$ cat src/rtl/hilo_pkg.sv
// Shared encodings for the HI/LO multiply/divide unit: command opcodes,
// FSM states and the default operand width.
package hilo_pkg;

  localparam int DEFAULT_WIDTH = 32;

  localparam logic [1:0] OP_MULTU = 2'd0;
  localparam logic [1:0] OP_DIVU  = 2'd1;
  localparam logic [1:0] OP_MTHI  = 2'd2;
  localparam logic [1:0] OP_MTLO  = 2'd3;

  typedef enum logic [1:0] {
    ST_IDLE   = 2'd0,
    ST_MUL    = 2'd1,
    ST_DIV    = 2'd2,
    ST_FINISH = 2'd3
  } hilo_state_e;

endpackage

$ cat src/rtl/hilo_div_step.sv
// One combinational restoring-division step: shift {rem,quot} left by one,
// subtract the divisor and keep the difference only if it did not borrow.
module hilo_div_step #(
  parameter int WIDTH = 32
) (
  input  logic [WIDTH:0]   rem,
  input  logic [WIDTH-1:0] quot,
  input  logic [WIDTH-1:0] divisor,
  output logic [WIDTH:0]   rem_next,
  output logic [WIDTH-1:0] quot_next
);

  logic [WIDTH:0]   shifted;
  logic [WIDTH+1:0] trial;
  logic             fits;

  always_comb begin
    shifted = {rem[WIDTH-1:0], quot[WIDTH-1]};
    trial   = {1'b0, shifted} - {2'b00, divisor};
    // rem[WIDTH] set means the shifted value overflowed WIDTH+1 bits, so it
    // certainly exceeds the divisor even though the subtraction wrapped.
    fits    = rem[WIDTH] | ~trial[WIDTH+1];
    if (fits) begin
      rem_next  = trial[WIDTH:0];
      quot_next = {quot[WIDTH-2:0], 1'b1};
    end else begin
      rem_next  = shifted;
      quot_next = {quot[WIDTH-2:0], 1'b0};
    end
  end

endmodule

$ cat src/rtl/hilo_muldiv_unit.sv
// HI/LO register pair with an inline shift-add multiplier and a restoring
// divider; MULTU/DIVU take WIDTH+1 busy cycles, MTHI/MTLO complete at once.
module hilo_muldiv_unit
  import hilo_pkg::*;
#(
  parameter int WIDTH = DEFAULT_WIDTH,
  parameter int CNT_W = $clog2(WIDTH) + 1
) (
  input  logic             clk,
  input  logic             reset,
  input  logic             start,
  input  logic [1:0]       op,
  input  logic [WIDTH-1:0] src_a,
  input  logic [WIDTH-1:0] src_b,
  output logic             busy,
  output logic             done,
  output logic             div_zero,
  output logic [WIDTH-1:0] hi_out,
  output logic [WIDTH-1:0] lo_out,
  output hilo_state_e      dbg_state
);

  // Handshake: a command is accepted on a rising edge where start=1 and
  // busy=0; with busy=1 start is ignored and the issuer must hold off.
  hilo_state_e        state_q, state_d;
  logic [WIDTH-1:0]   hi_q, hi_d, lo_q, lo_d;
  logic [2*WIDTH-1:0] mcand_q, mcand_d, acc_q, acc_d;
  logic [WIDTH-1:0]   mplier_q, mplier_d;
  logic [WIDTH:0]     rem_q, rem_d;
  logic [WIDTH-1:0]   quot_q, quot_d, divisor_q, divisor_d;
  logic [CNT_W-1:0]   cnt_q, cnt_d;
  logic               is_div_q, is_div_d;
  logic               busy_q, busy_d, done_q, done_d, div_zero_q, div_zero_d;
  logic [WIDTH:0]     step_rem;
  logic [WIDTH-1:0]   step_quot;

  hilo_div_step #(.WIDTH(WIDTH)) u_div_step (
    .rem       (rem_q),
    .quot      (quot_q),
    .divisor   (divisor_q),
    .rem_next  (step_rem),
    .quot_next (step_quot)
  );

  always_comb begin
    state_d    = state_q;
    hi_d       = hi_q;
    lo_d       = lo_q;
    mcand_d    = mcand_q;
    acc_d      = acc_q;
    mplier_d   = mplier_q;
    rem_d      = rem_q;
    quot_d     = quot_q;
    divisor_d  = divisor_q;
    cnt_d      = cnt_q;
    is_div_d   = is_div_q;
    busy_d     = busy_q;
    done_d     = 1'b0;
    div_zero_d = div_zero_q;
    case (state_q)
      ST_IDLE: begin
        if (start) begin
          div_zero_d = 1'b0;
          case (op)
            OP_MTHI: begin
              hi_d   = src_a;
              done_d = 1'b1;
            end
            OP_MTLO: begin
              lo_d   = src_a;
              done_d = 1'b1;
            end
            OP_MULTU: begin
              mcand_d  = {{WIDTH{1'b0}}, src_a};
              mplier_d = src_b;
              acc_d    = '0;
              cnt_d    = '0;
              is_div_d = 1'b0;
              busy_d   = 1'b1;
              state_d  = ST_MUL;
            end
            default: begin
              quot_d    = src_a;
              divisor_d = src_b;
              rem_d     = '0;
              cnt_d     = '0;
              is_div_d  = 1'b1;
              busy_d    = 1'b1;
              state_d   = ST_DIV;
            end
          endcase
        end
      end
      ST_MUL: begin
        if (mplier_q[0]) acc_d = acc_q + mcand_q;
        mcand_d  = mcand_q << 1;
        mplier_d = mplier_q >> 1;
        cnt_d    = cnt_q + CNT_W'(1);
        if (cnt_q == CNT_W'(WIDTH - 1)) state_d = ST_FINISH;
      end
      ST_DIV: begin
        rem_d  = step_rem;
        quot_d = step_quot;
        cnt_d  = cnt_q + CNT_W'(1);
        if (cnt_q == CNT_W'(WIDTH - 1)) state_d = ST_FINISH;
      end
      default: begin
        if (is_div_q) begin
          lo_d       = quot_q;
          hi_d       = rem_q[WIDTH-1:0];
          div_zero_d = (divisor_q == '0);
        end else begin
          {hi_d, lo_d} = acc_q;
        end
        busy_d  = 1'b0;
        done_d  = 1'b1;
        state_d = ST_IDLE;
      end
    endcase
  end

  always_ff @(posedge clk) begin
    if (reset) begin
      state_q    <= ST_IDLE;
      hi_q       <= '0;
      lo_q       <= '0;
      mcand_q    <= '0;
      acc_q      <= '0;
      mplier_q   <= '0;
      rem_q      <= '0;
      quot_q     <= '0;
      divisor_q  <= '0;
      cnt_q      <= '0;
      is_div_q   <= 1'b0;
      busy_q     <= 1'b0;
      done_q     <= 1'b0;
      div_zero_q <= 1'b0;
    end else begin
      state_q    <= state_d;
      hi_q       <= hi_d;
      lo_q       <= lo_d;
      mcand_q    <= mcand_d;
      acc_q      <= acc_d;
      mplier_q   <= mplier_d;
      rem_q      <= rem_d;
      quot_q     <= quot_d;
      divisor_q  <= divisor_d;
      cnt_q      <= cnt_d;
      is_div_q   <= is_div_d;
      busy_q     <= busy_d;
      done_q     <= done_d;
      div_zero_q <= div_zero_d;
    end
  end

  assign busy      = busy_q;
  assign done      = done_q;
  assign div_zero  = div_zero_q;
  assign hi_out    = hi_q;
  assign lo_out    = lo_q;
  assign dbg_state = state_q;

endmodule
$ cat config.mk
export PLATFORM = sky130hd
export DESIGN_NAME = hilo_muldiv_unit
export DESIGN_NICKNAME = d
export VERILOG_FILES = /design/src/rtl/hilo_pkg.sv /design/src/rtl/hilo_div_step.sv /design/src/rtl/hilo_muldiv_unit.sv
export SDC_FILE = /design/constraint.sdc
export NUM_CORES = 1
export LEC_CHECK = 0
export BUFFER_PORTS_ARGS = -buffer_cell sky130_fd_sc_hd__buf_4
export CORE_MARGIN = 1
export CORE_UTILIZATION = 61
export CTS_CLUSTER_DIAMETER = 50
export CTS_CLUSTER_SIZE = 28
export DETAILED_ROUTE_END_ITERATION = 12
export PLACE_DENSITY = 0.8
export RECOVER_POWER = 25
export SYNTH_ARGS = -nofsm -noshare
export SYNTH_HDL_FRONTEND = slang
export SYNTH_SLANG_ARGS = --single-unit
export TNS_END_PERCENT = 100
$ cat constraint.sdc
create_clock -name clk -period 3.4 [get_ports clk]
set_input_delay 0.17 -clock clk [delete_from_list [all_inputs] [get_ports clk]]
set_output_delay 0.17 -clock clk [all_outputs]
set_load 0.05 [all_outputs]
==> results.sh, run 1 <==
export IMPL_cts_root_buf="clkbuf_16"
export IMPL_finalCritPeriodShare_pct=96.0
export IMPL_tns_ns=0
export IMPL_drive_gt1_share_pct=8.56
export IMPL_synthXorXnorAreaFrac_pct=3.37
export IMPL_synth_common_cells="336 x nand2_1, 333 x dfxtp_1, 233 x nor2_1, 227 x a21oi_1, 190 x mux2i_1"
export IMPL_clkSinkCount=333
export IMPL_critPathBufInv=1
export IMPL_synth_warnings=0
export IMPL_hold_ws_ns=0.0103
export IMPL_slew_viol_final=0
export IMPL_grt_pass1_vias=18100
export IMPL_crit_family="compound AO/OA/AOI/OAI gates"
export IMPL_seq_area_um2=6670
export IMPL_first_pass_iters=6
export IMPL_detail_route_wl_per_cell_um=21.2
export IMPL_synthSimpleGateAreaFrac_pct=18.5
export IMPL_num_rows=65
export IMPL_netlist_instances=2452
export IMPL_path_class="flip-flop to flip-flop"
export IMPL_synth_edff_count=0
export IMPL_yosysMostFrequentCell="nand2_1"
export IMPL_synth_top_family_by_area="compound AO/OA/AOI/OAI gates"
export IMPL_tightest_slew_ns=1.24
export IMPL_drc_errors=0
export IMPL_num_vias=19300
export IMPL_reg2reg_depth=10
export IMPL_synth_adder_area_share_pct=6.63
export IMPL_critPathMaxStageDelay_ns=0.50
export IMPL_htree_levels=2
export IMPL_cts_tree="done"
export IMPL_cp_start_kind="flip-flop"
export IMPL_dp_hpwl_um=45600
export IMPL_synth_top_area_share_pct=34.2
export IMPL_final_util_pct=71.0
export IMPL_core_um2=31500
export IMPL_status="completed"
export IMPL_ys_async_sr_fraction_pct=0
export IMPL_grt_use_total_pct=37.8
export IMPL_cp_depth=10
export IMPL_ys_seq_area_share_pct=34.2
export IMPL_synth_nets=2623
export IMPL_whs_path_depth=3
export IMPL_timing_fmax_mhz=306
export IMPL_cp_end_kind="flip-flop"
export IMPL_crit_fanout=3
export IMPL_grt_ovfl_total=0
export IMPL_clk_latency_ns=0.55
export IMPL_syn_avg_cell_area_um2=7.94
export IMPL_start_util_pct=61.9
export IMPL_routed_wl_um=63300
export IMPL_finClkSkew_ns=0.0303
export IMPL_ir_drop_mv=1.45
export IMPL_crit_chain="ha_1 > nand4_1 > nor3_1 > inv_2 > o41a_1 > o311a_1 > o41a_1 > o31a_1 > a311o_1 > o211ai_1"
export IMPL_fin_crit_ns=3.26
export IMPL_fillers=2628
export IMPL_io_pins=138
export IMPL_die_w_um=181
export IMPL_clk_pin_slew_worst_paths_ns=0.07
export IMPL_synth_cell_area_um2=19500
export IMPL_gp_congestion=0.983
export IMPL_portBuffers=137
export IMPL_total_leakage_power_nw=8.53
export IMPL_multi_input_comb_area_um2=12100
export IMPL_vias_per_cell=6.45
export IMPL_slew_headroom_pct=17.6
export IMPL_hp_class="primary input to flip-flop"
export IMPL_synth_area_leader_cell="dfxtp_1"
export IMPL_cp_required_ns=3.84
export IMPL_netlist_top_cells_area="dfxtp_1 34%, mux2i_1 9.8%, nand2_1 6.5%"
export IMPL_grt_max_degree=125
export IMPL_synth_mux_area_share_pct=9.83
export IMPL_p_per_area_nw_per_um2=775
export IMPL_synth_compound_area_share_pct=22.9
export IMPL_synth_main_ff_cell="dfxtp_1"
export IMPL_arrival_ns=3.71
export IMPL_total_power_mw=17.3
export IMPL_cap_violations=0
export IMPL_synth_cell_types=64
export IMPL_antenna_found_initial=1
export IMPL_yosys_register_bits=333
export IMPL_hold_violations=0
export IMPL_fin_nets=2728
export IMPL_slowest_stage="o41a_1"
export IMPL_setup_viol_count_final=0
export IMPL_dieArea_um2=32600
export IMPL_cts_buffers_inserted=36
export IMPL_drt_iter0_drc=2054
export IMPL_cts_buffer_depth=3
export IMPL_crit_top_cell="o41a_1"
export IMPL_die_y_um=181
export IMPL_grt_pass1_wl_um=98600
export IMPL_ant_nets=0
export IMPL_area_growth_pct=14.8
[worst paths after layout]
| check | startpoint | to | slack (ns) |
|---|---|---|---|
| worst max-delay path | mcand_q[18]$_SDFFE_PP0P_ | acc_q[61]$_SDFFE_PP0P_ | 0.14 |
| worst min register to register | lo_out[16]$_SDFFE_PP0P_ | lo_out[16]$_SDFFE_PP0P_ | 0.46 |
| worst min-delay path | src_a[6] | quot_q[6]$_SDFFE_PP0P_ | 0.01 |
| worst max register to register | mcand_q[18]$_SDFFE_PP0P_ | acc_q[61]$_SDFFE_PP0P_ | 0.14 |
[worst register-to-register path: stages, from the launching register on]
cell	delay, ns
dfxtp_1	0.33
ha_1	0.32
nand4_1	0.15
nor3_1	0.26
inv_2	0.07
o41a_1	0.48
o311a_1	0.36
o41a_1	0.50
o31a_1	0.32
a311o_1	0.33
o211ai_1	0.09
[cell usage in the layout (no fill, tap or decap), types with 11 or more instances in the layout]
master,synthesis,routed
xnor2_1,48,48
xor2_1,27,27
o211ai_1,17,17
nand4_1,20,20
a21o_1,47,47
a31oi_1,11,11
nor4_1,18,17
dlygate4sd3_1,0,34
mux2i_1,190,189
o21a_1,12,12
o21ai_1,17,16
nand2_1,336,336
and3_1,17,17
a211oi_1,102,101
nor3_1,17,17
dfxtp_1,333,332
buf_4,0,120
clkbuf_1,143,72
nand2b_1,41,41
a21oi_1,227,223
a22oi_1,59,59
nor2_1,233,232
o21bai_1,11,11
o21ai_0,103,102
inv_1,69,69
ha_1,100,95
clkbuf_16,0,37
nand3_1,97,97
[logic make-up after synthesis]
group	count (synthesis)
and+or+nand+nor	822
AOI/OAI and AO/OA	697
DFF	333
buffers and inverters	232
muxes	191
adders and majority gates	102
xor gates and xnor gates	75
[per-stage QoR]
step	instance area (µm²)	instances	setup WS, ns
global route	22400	2985	-0.00728
floorplan	19500	2452	0.326
CTS	22500	2983	0.00278
finish	22400	2986	0.136
global placement	20900	2885	0.0397
detailed placement	20900	2885	-0.0843
[power breakdown]
| part | leakage (nW) | internal (mW) | switching [mW] | total (mW) |
|---|---|---|---|---|
| registers | 2.70 | 4.59 | 0.506 | 5.09 |
| logic | 5.21 | 2.43 | 5.59 | 8.03 |
| clock network | 0.616 | 2.39 | 1.81 | 4.20 |
| total | 8.53 | 9.41 | 7.91 | 17.3 |
[area by class of cell]
cell class / count / area share [%]
repair buffers: 229 / 7.10
inverters: 70 / 1.18
multi-input cells: 1887 / 54.0
diodes: 1 / 0.0112
well taps: 402 / 2.25
flip-flops and latches: 333 / 29.8
clock buffers: 44 / 4.44
clock inverters: 20 / 1.23
[registers in the layout, indices dropped and copies added (netlist names)]
name / cells
mcand_q: 64
div_zero: 1
quot_q: 32
busy: 1
lo_out: 32
done: 1
dbg_state: 2
acc_q: 64
mplier_q: 32
divisor_q: 32
hi_out: 32
rem_q: 33
cnt_q: 6
is_div_q: 1
[per-layer routing]
metal	GRT usage, %	vias up	routed length (µm)
met2	61.7	900	29000
met1	49.5	9180	26400
met4	16.0	0	2750
met5	0	-	0
li1	-	9018	-
met3	5.92	163	5150
[timing repair]
item	CTS	global route
buffers inserted	0	2
resized for setup	2	17
hold endpoints to repair	39	0
gates cloned	0	0
hold buffers	34	0
endpoints found under the setup margin	1	13
pin swaps	1	7
No activity file was read; power rests on OpenSTA's default activity.
==> run 2: changes to the inputs <==
--- a/config.mk
+++ b/config.mk
@@ -6,7 +6,7 @@
 export NUM_CORES = 1
 export LEC_CHECK = 0
 export BUFFER_PORTS_ARGS = -buffer_cell sky130_fd_sc_hd__buf_4
-export CORE_MARGIN = 1
+export CORE_MARGIN = 2
 export CORE_UTILIZATION = 61
 export CTS_CLUSTER_DIAMETER = 50
 export CTS_CLUSTER_SIZE = 28
==> results.sh, run 2 (synthesized netlist as in run 1, its figures left out) <==
export IMPL_start_util_pct=61.9
export IMPL_hp_class="primary input to flip-flop"
export IMPL_first_pass_iters=5
export IMPL_ant_nets=0
export IMPL_total_power_mw=17.4
export IMPL_grt_setup_unrepaired="yes"
export IMPL_grt_max_degree=112
export IMPL_crit_chain="ha_1 > a211o_1 > a221o_1 > a21oi_2 > nor4_1 > o21ai_1 > o31a_1 > o41ai_1 > xnor2_1 > o21ai_1"
export IMPL_htree_levels=2
export IMPL_final_common_cell="nand2_1"
export IMPL_reg2reg_depth=10
export IMPL_grt_pass1_wl_um=98500
export IMPL_tightest_slew_ns=1.09
export IMPL_gp_congestion=1.03
export IMPL_drc_errors=0
export IMPL_vias_per_cell=6.39
export IMPL_hold_violations=0
export IMPL_setup_viol_count_final=0
export IMPL_crit_fanout=5
export IMPL_slowest_stage="nor4_1"
export IMPL_cp_start_kind="flip-flop"
export IMPL_slew_headroom_pct=27.3
export IMPL_portBuffers=137
export IMPL_grt_pass1_vias=18000
export IMPL_status="completed"
export IMPL_area_growth_pct=15.9
export IMPL_clk_pin_slew_worst_paths_ns=0.07
export IMPL_total_leakage_power_nw=8.61
export IMPL_final_cell_mix="336 x nand2_1, 332 x dfxtp_1, 232 x nor2_1"
export IMPL_slew_viol_final=0
export IMPL_multi_input_comb_area_um2=12100
export IMPL_num_rows=65
export IMPL_critPathCapture="acc_q[55]$_SDFFE_PP0P_"
export IMPL_seq_area_um2=6670
export IMPL_design_area_um2=22600
export IMPL_insertedDiodeCount=0
export IMPL_seqPwrFrac_pct=29.2
export IMPL_critPathMaxStageDelay_ns=0.75
export IMPL_clk_latency_ns=0.54
export IMPL_die_y_um=183
export IMPL_cts_buffer_depth=3
export IMPL_p_sw_share_pct=45.9
export IMPL_antenna_found_initial=1
export IMPL_grt_use_total_pct=37.1
export IMPL_dieArea_um2=33400
export IMPL_path_class="flip-flop to flip-flop"
export IMPL_ir_drop_mv=0.787
export IMPL_clkSinkCount=333
export IMPL_p_sw_mw=8.00
export IMPL_routed_wl_um=63800
export IMPL_die_w_um=183
export IMPL_hold_ws_ns=0.0108
export IMPL_timing_fmax_mhz=304
export IMPL_io_pins=138
export IMPL_combPwrFrac_pct=46.6
export IMPL_cp_required_ns=3.80
export IMPL_pwr_share_clk_pct=24.2
export IMPL_cts_buffers_inserted=37
export IMPL_finClkSkew_ns=0.0186
export IMPL_dp_hpwl_um=45600
export IMPL_rrSetupSlack_ns=0.11
export IMPL_cts_root_buf="clkbuf_16"
export IMPL_top_regs="acc_q x64, mcand_q x64, rem_q x33"
export IMPL_fin_nets=2746
export IMPL_whs_path_depth=3
export IMPL_drt_iter0_drc=1920
export IMPL_crit_top_cell="o21ai_1"
export IMPL_grt_ovfl_total=0
export IMPL_cap_violations=0
export IMPL_p_per_area_nw_per_um2=774
export IMPL_intPower_mw=9.44
export IMPL_critPathLaunch="acc_q[6]$_SDFFE_PP0P_"
export IMPL_finalCritPeriodShare_pct=96.7
export IMPL_dpl_cell_area_um2=20900
export IMPL_cp_end_kind="flip-flop"
export IMPL_cts_tree="done"
export IMPL_drive_gt1_share_pct=8.79
export IMPL_detail_route_wl_per_cell_um=21.2
export IMPL_r2r_end="acc_q[55]$_SDFFE_PP0P_"
export IMPL_arrival_ns=3.69
export IMPL_core_um2=31500
export IMPL_num_vias=19200
export IMPL_fin_crit_ns=3.29
export IMPL_r2r_start="acc_q[6]$_SDFFE_PP0P_"
export IMPL_fillers=2578
[run 2: cell count changes in the layout (fill, tap and decap cells not counted), sizes merged]
cell | previous run | this run
bufinv | 3 | 2
inv | 78 | 83
clkinv | 8 | 10
dlygate4sd3 | 34 | 49
diode | 1 | 0
buf | 123 | 126
clkbuf | 116 | 113
[run 2: critical path, delay by kind of cell, from the launching register on]
kind	cells	cell delay (ns)
fa+ha+maj	1	0.38
flops	1	0.33
simple gates	1	0.75
compound gates	7	1.52
xor+xnor	1	0.17
[run 2: area by class of cell]
class / count / area share, %
Sequential cell: 333 / 29.6
Timing Repair Buffer: 246 / 7.71
Multi-Input combinational cell: 1887 / 53.6
Clock buffer: 42 / 4.47
Inverter: 70 / 1.16
Tap cell: 402 / 2.23
Clock inverter: 26 / 1.22
[run 2: worst min-delay path by stage]
stage	slack [ns]	start	to
4_1_cts	0.0002	src_a[14]	quot_q[14]$_SDFFE_PP0P_
6_report	0.01	src_a[4]	mcand_q[4]$_SDFFE_PP0P_
3_5_place_dp	0.43	src_b[31]	mplier_q[31]$_SDFFE_PP0P_
3_3_place_gp	0.42	src_b[31]	mplier_q[31]$_SDFFE_PP0P_
5_1_grt	0.01	src_a[11]	mcand_q[11]$_SDFFE_PP0P_
2_1_floorplan	0.31	src_b[15]	divisor_q[15]$_SDFFE_PP0P_
[run 2: what timing repair did]
| item | 4_1_cts | 5_1_grt |
|---|---|---|
| setup buffers | 1 | 1 |
| gates resized for setup | 0 | 18 |
| hold endpoints to repair | 70 | 0 |
| cloned | 0 | 0 |
| pin swaps | 1 | 12 |
| setup endpoints to repair | 1 | 13 |
| hold buffers | 49 | 0 |
[run 2: power by group through the flow]
stage | sequential [mW] | combinational [mW] | clock, mW
after global placement | 5.12 | 8.02 | 0
after CTS | 5.08 | 8.23 | 4.24
final | 5.10 | 8.13 | 4.22
after floorplan | 6.22 | 4.47 | 0
after detailed placement | 5.16 | 8.12 | 0
after global routing | 5.17 | 8.64 | 4.40
[run 2: through the flow]
| stage | setup TNS [ns] | setup WS (ns) | util (%) | std cells |
|---|---|---|---|---|
| after floorplan | 0 | 0.326 | - | 2452 |
| after global placement | 0 | 0.0675 | 66.5 | 2887 |
| after detailed placement | 0 | 0.0173 | 66.5 | 2887 |
| after CTS | 0 | 0.0105 | 72.1 | 3005 |
| after global routing | -0.0186 | -0.00933 | 71.7 | 3006 |
| final | 0 | 0.111 | 71.7 | 3006 |
[run 2: layer usage]
metal	vias to the layer above	track usage [%]	wire length, µm
li1	9055	-	-
met1	9120	49.1	26600
met2	882	61.0	29200
met3	166	5.55	5220
met4	0	14.4	2700
met5	-	0	0
==> run 3: changes to the inputs <==
--- a/config.mk
+++ b/config.mk
@@ -6,6 +6,7 @@
 export NUM_CORES = 1
 export LEC_CHECK = 0
 export BUFFER_PORTS_ARGS = -buffer_cell sky130_fd_sc_hd__buf_4
+export CORE_ASPECT_RATIO = 0.75
 export CORE_MARGIN = 2
 export CORE_UTILIZATION = 61
 export CTS_CLUSTER_DIAMETER = 50
==> results.sh, run 3 (synthesized netlist as in run 1, its figures left out) <==
export IMPL_clk_pin_slew_worst_paths_ns=0.07
export IMPL_ant_nets=0
export IMPL_cts_buffers_inserted=30
export IMPL_num_vias=19400
export IMPL_portBuffers=137
export IMPL_cts_root_buf="clkbuf_16"
export IMPL_antenna_found_initial=0
export IMPL_finalCritPeriodShare_pct=100
export IMPL_setup_ws_ns=-0.00788
export IMPL_routed_wl_um=63900
export IMPL_use_met2_pct=52.3
export IMPL_cap_violations=0
export IMPL_area_growth_pct=16.6
export IMPL_drt_iter0_drc=2424
export IMPL_violations="negative setup slack"
export IMPL_total_leakage_power_nw=8.62
export IMPL_critPathLaunch="acc_q[17]$_SDFFE_PP0P_"
export IMPL_grt_util_met3_pct=4.53
export IMPL_detail_route_wl_per_cell_um=21.1
export IMPL_hp_class="primary input to flip-flop"
export IMPL_grt_setup_unrepaired="yes"
export IMPL_final_cell_mix="336 x nand2_1, 328 x dfxtp_1, 232 x nor2_1"
export IMPL_top_regs="acc_q x64, mcand_q x64, rem_q x33"
export IMPL_io_pins=138
export IMPL_status="finished, violations left"
export IMPL_min_from="src_a[31]"
export IMPL_slew_viol_final=0
export IMPL_grt_use_total_pct=36.7
export IMPL_placedCellCount=2895
export IMPL_fillers=2464
export IMPL_layout_cells_non_filler=3024
export IMPL_fin_crit_ns=3.41
export IMPL_dp_slack_ns=-0.102
export IMPL_grt_pass1_wl_um=98700
export IMPL_tns_ns=-0.00788
export IMPL_grt_ovfl_total=0
export IMPL_hold_ws_ns=0.00677
export IMPL_vias_per_cell=6.42
export IMPL_grt_max_degree=125
export IMPL_timing_fmax_mhz=293
export IMPL_grt_util_met1_pct=57.2
export IMPL_finClkSkew_ns=0.0372
export IMPL_ir_drop_mv=0.636
export IMPL_drive_gt1_share_pct=9.13
export IMPL_cts_tree="done"
export IMPL_grt_pass1_vias=17500
export IMPL_slowest_stage="o41a_1"
export IMPL_start_util_pct=62.2
export IMPL_r2r_start="acc_q[17]$_SDFFE_PP0P_"
export IMPL_first_pass_iters=6
export IMPL_cp_end_kind="flip-flop"
export IMPL_arrival_ns=3.92
export IMPL_critPathBufInv=2
export IMPL_slew_headroom_pct=5.83
export IMPL_cp_required_ns=3.91
export IMPL_seq_area_um2=6680
export IMPL_die_y_um=159
export IMPL_dpl_cell_area_um2=21000
export IMPL_dieArea_um2=33400
export IMPL_grt_busiest_layer="met1"
export IMPL_crit_family="compound AO/OA/AOI/OAI gates"
export IMPL_drc_errors=0
export IMPL_design_area_um2=22700
export IMPL_core_um2=31300
export IMPL_clk_latency_ns=0.62
export IMPL_multi_input_comb_area_um2=12200
export IMPL_gp_congestion=1.02
export IMPL_fin_nets=2765
export IMPL_p_per_area_nw_per_um2=746
export IMPL_final_common_cell="nand2_1"
export IMPL_critPathMaxStageDelay_ns=0.55
export IMPL_num_rows=56
export IMPL_clkSinkCount=333
export IMPL_tightest_slew_ns=1.41
export IMPL_crit_fanout=6
export IMPL_htree_levels=1
export IMPL_crit_chain="ha_4 > nand4_1 > buf_4 > buf_4 > o221ai_1 > a221oi_1 > o41a_1 > o311a_1 > o41a_1 > o31a_1 > a311o_1 > o211ai_1"
export IMPL_path_class="flip-flop to flip-flop"
export IMPL_cts_buffer_depth=3
export IMPL_setup_viol_count_final=1
export IMPL_insertedDiodeCount=0
export IMPL_die_w_um=210
export IMPL_cp_start_kind="flip-flop"
export IMPL_dp_hpwl_um=45500
export IMPL_hold_violations=0
==> run 3: final timing paths <==
check | to | cells after the start | slack, ns
setup / recovery | acc_q[61]$_SDFFE_PP0P_ | 12 | -0.008
hold / removal | mcand_q[31]$_SDFFE_PP0P_ | 3 | 0.007
setup reg to reg | acc_q[61]$_SDFFE_PP0P_ | 12 | -0.008
hold reg to reg | hi_out[7]$_SDFFE_PP0P_ | 2 | 0.46
==> run 3: repair_timing <==
item | 4_1_cts | 5_1_grt
hold endpoints to repair | 149 | 0
gates resized for setup | 3 | 36
setup buffers | 1 | 6
setup endpoints to repair | 2 | 22
hold buffers | 66 | 0
pin swaps | 1 | 17
==> run 3: layer usage <==
metal  up-vias  part of all wire, %
li1       9076                    -
met1      9164                   46
met2      1055                   41
met3       128                  9.8
met4         0                  3.1
met5         -                    0
==> run 3: per-stage QoR <==
| step | util (%) | total power [mW] |
|---|---|---|
| finish | 72.5 | 16.9 |
| global route | 72.5 | 17.7 |
| CTS | 72.6 | 17.0 |
| detailed placement | 66.9 | 13.1 |
| global placement | 66.9 | 12.9 |
| floorplan | - | 10.7 |
==> run 3: final cells by class <==
class                           count  share of cell area [%]
Clock buffer                       32                    3.38
Clock inverter                     24                    1.47
Inverter                           70                    1.16
Multi-Input combinational cell   1887                    53.6
Sequential cell                   333                    29.4
Tap cell                          406                    2.24
Timing Repair Buffer              272                    8.71
==> run 3: worst register-to-register path: stages (launching register included) <==
cell	delay, ns
dfxtp_1	0.36
ha_4	0.32
nand4_1	0.14
buf_4	0.17
buf_4	0.13
o221ai_1	0.21
a221oi_1	0.11
o41a_1	0.18
o311a_1	0.42
o41a_1	0.55
o31a_1	0.32
a311o_1	0.32
o211ai_1	0.09
==> run 3: report_power, final <==
part           total, mW  leakage [nW]  internal [mW]  switching, mW
Sequential          5.12          2.71           4.59          0.529
Combinational       8.02          5.38           2.49           5.53
Clock               3.80         0.532           2.03           1.77
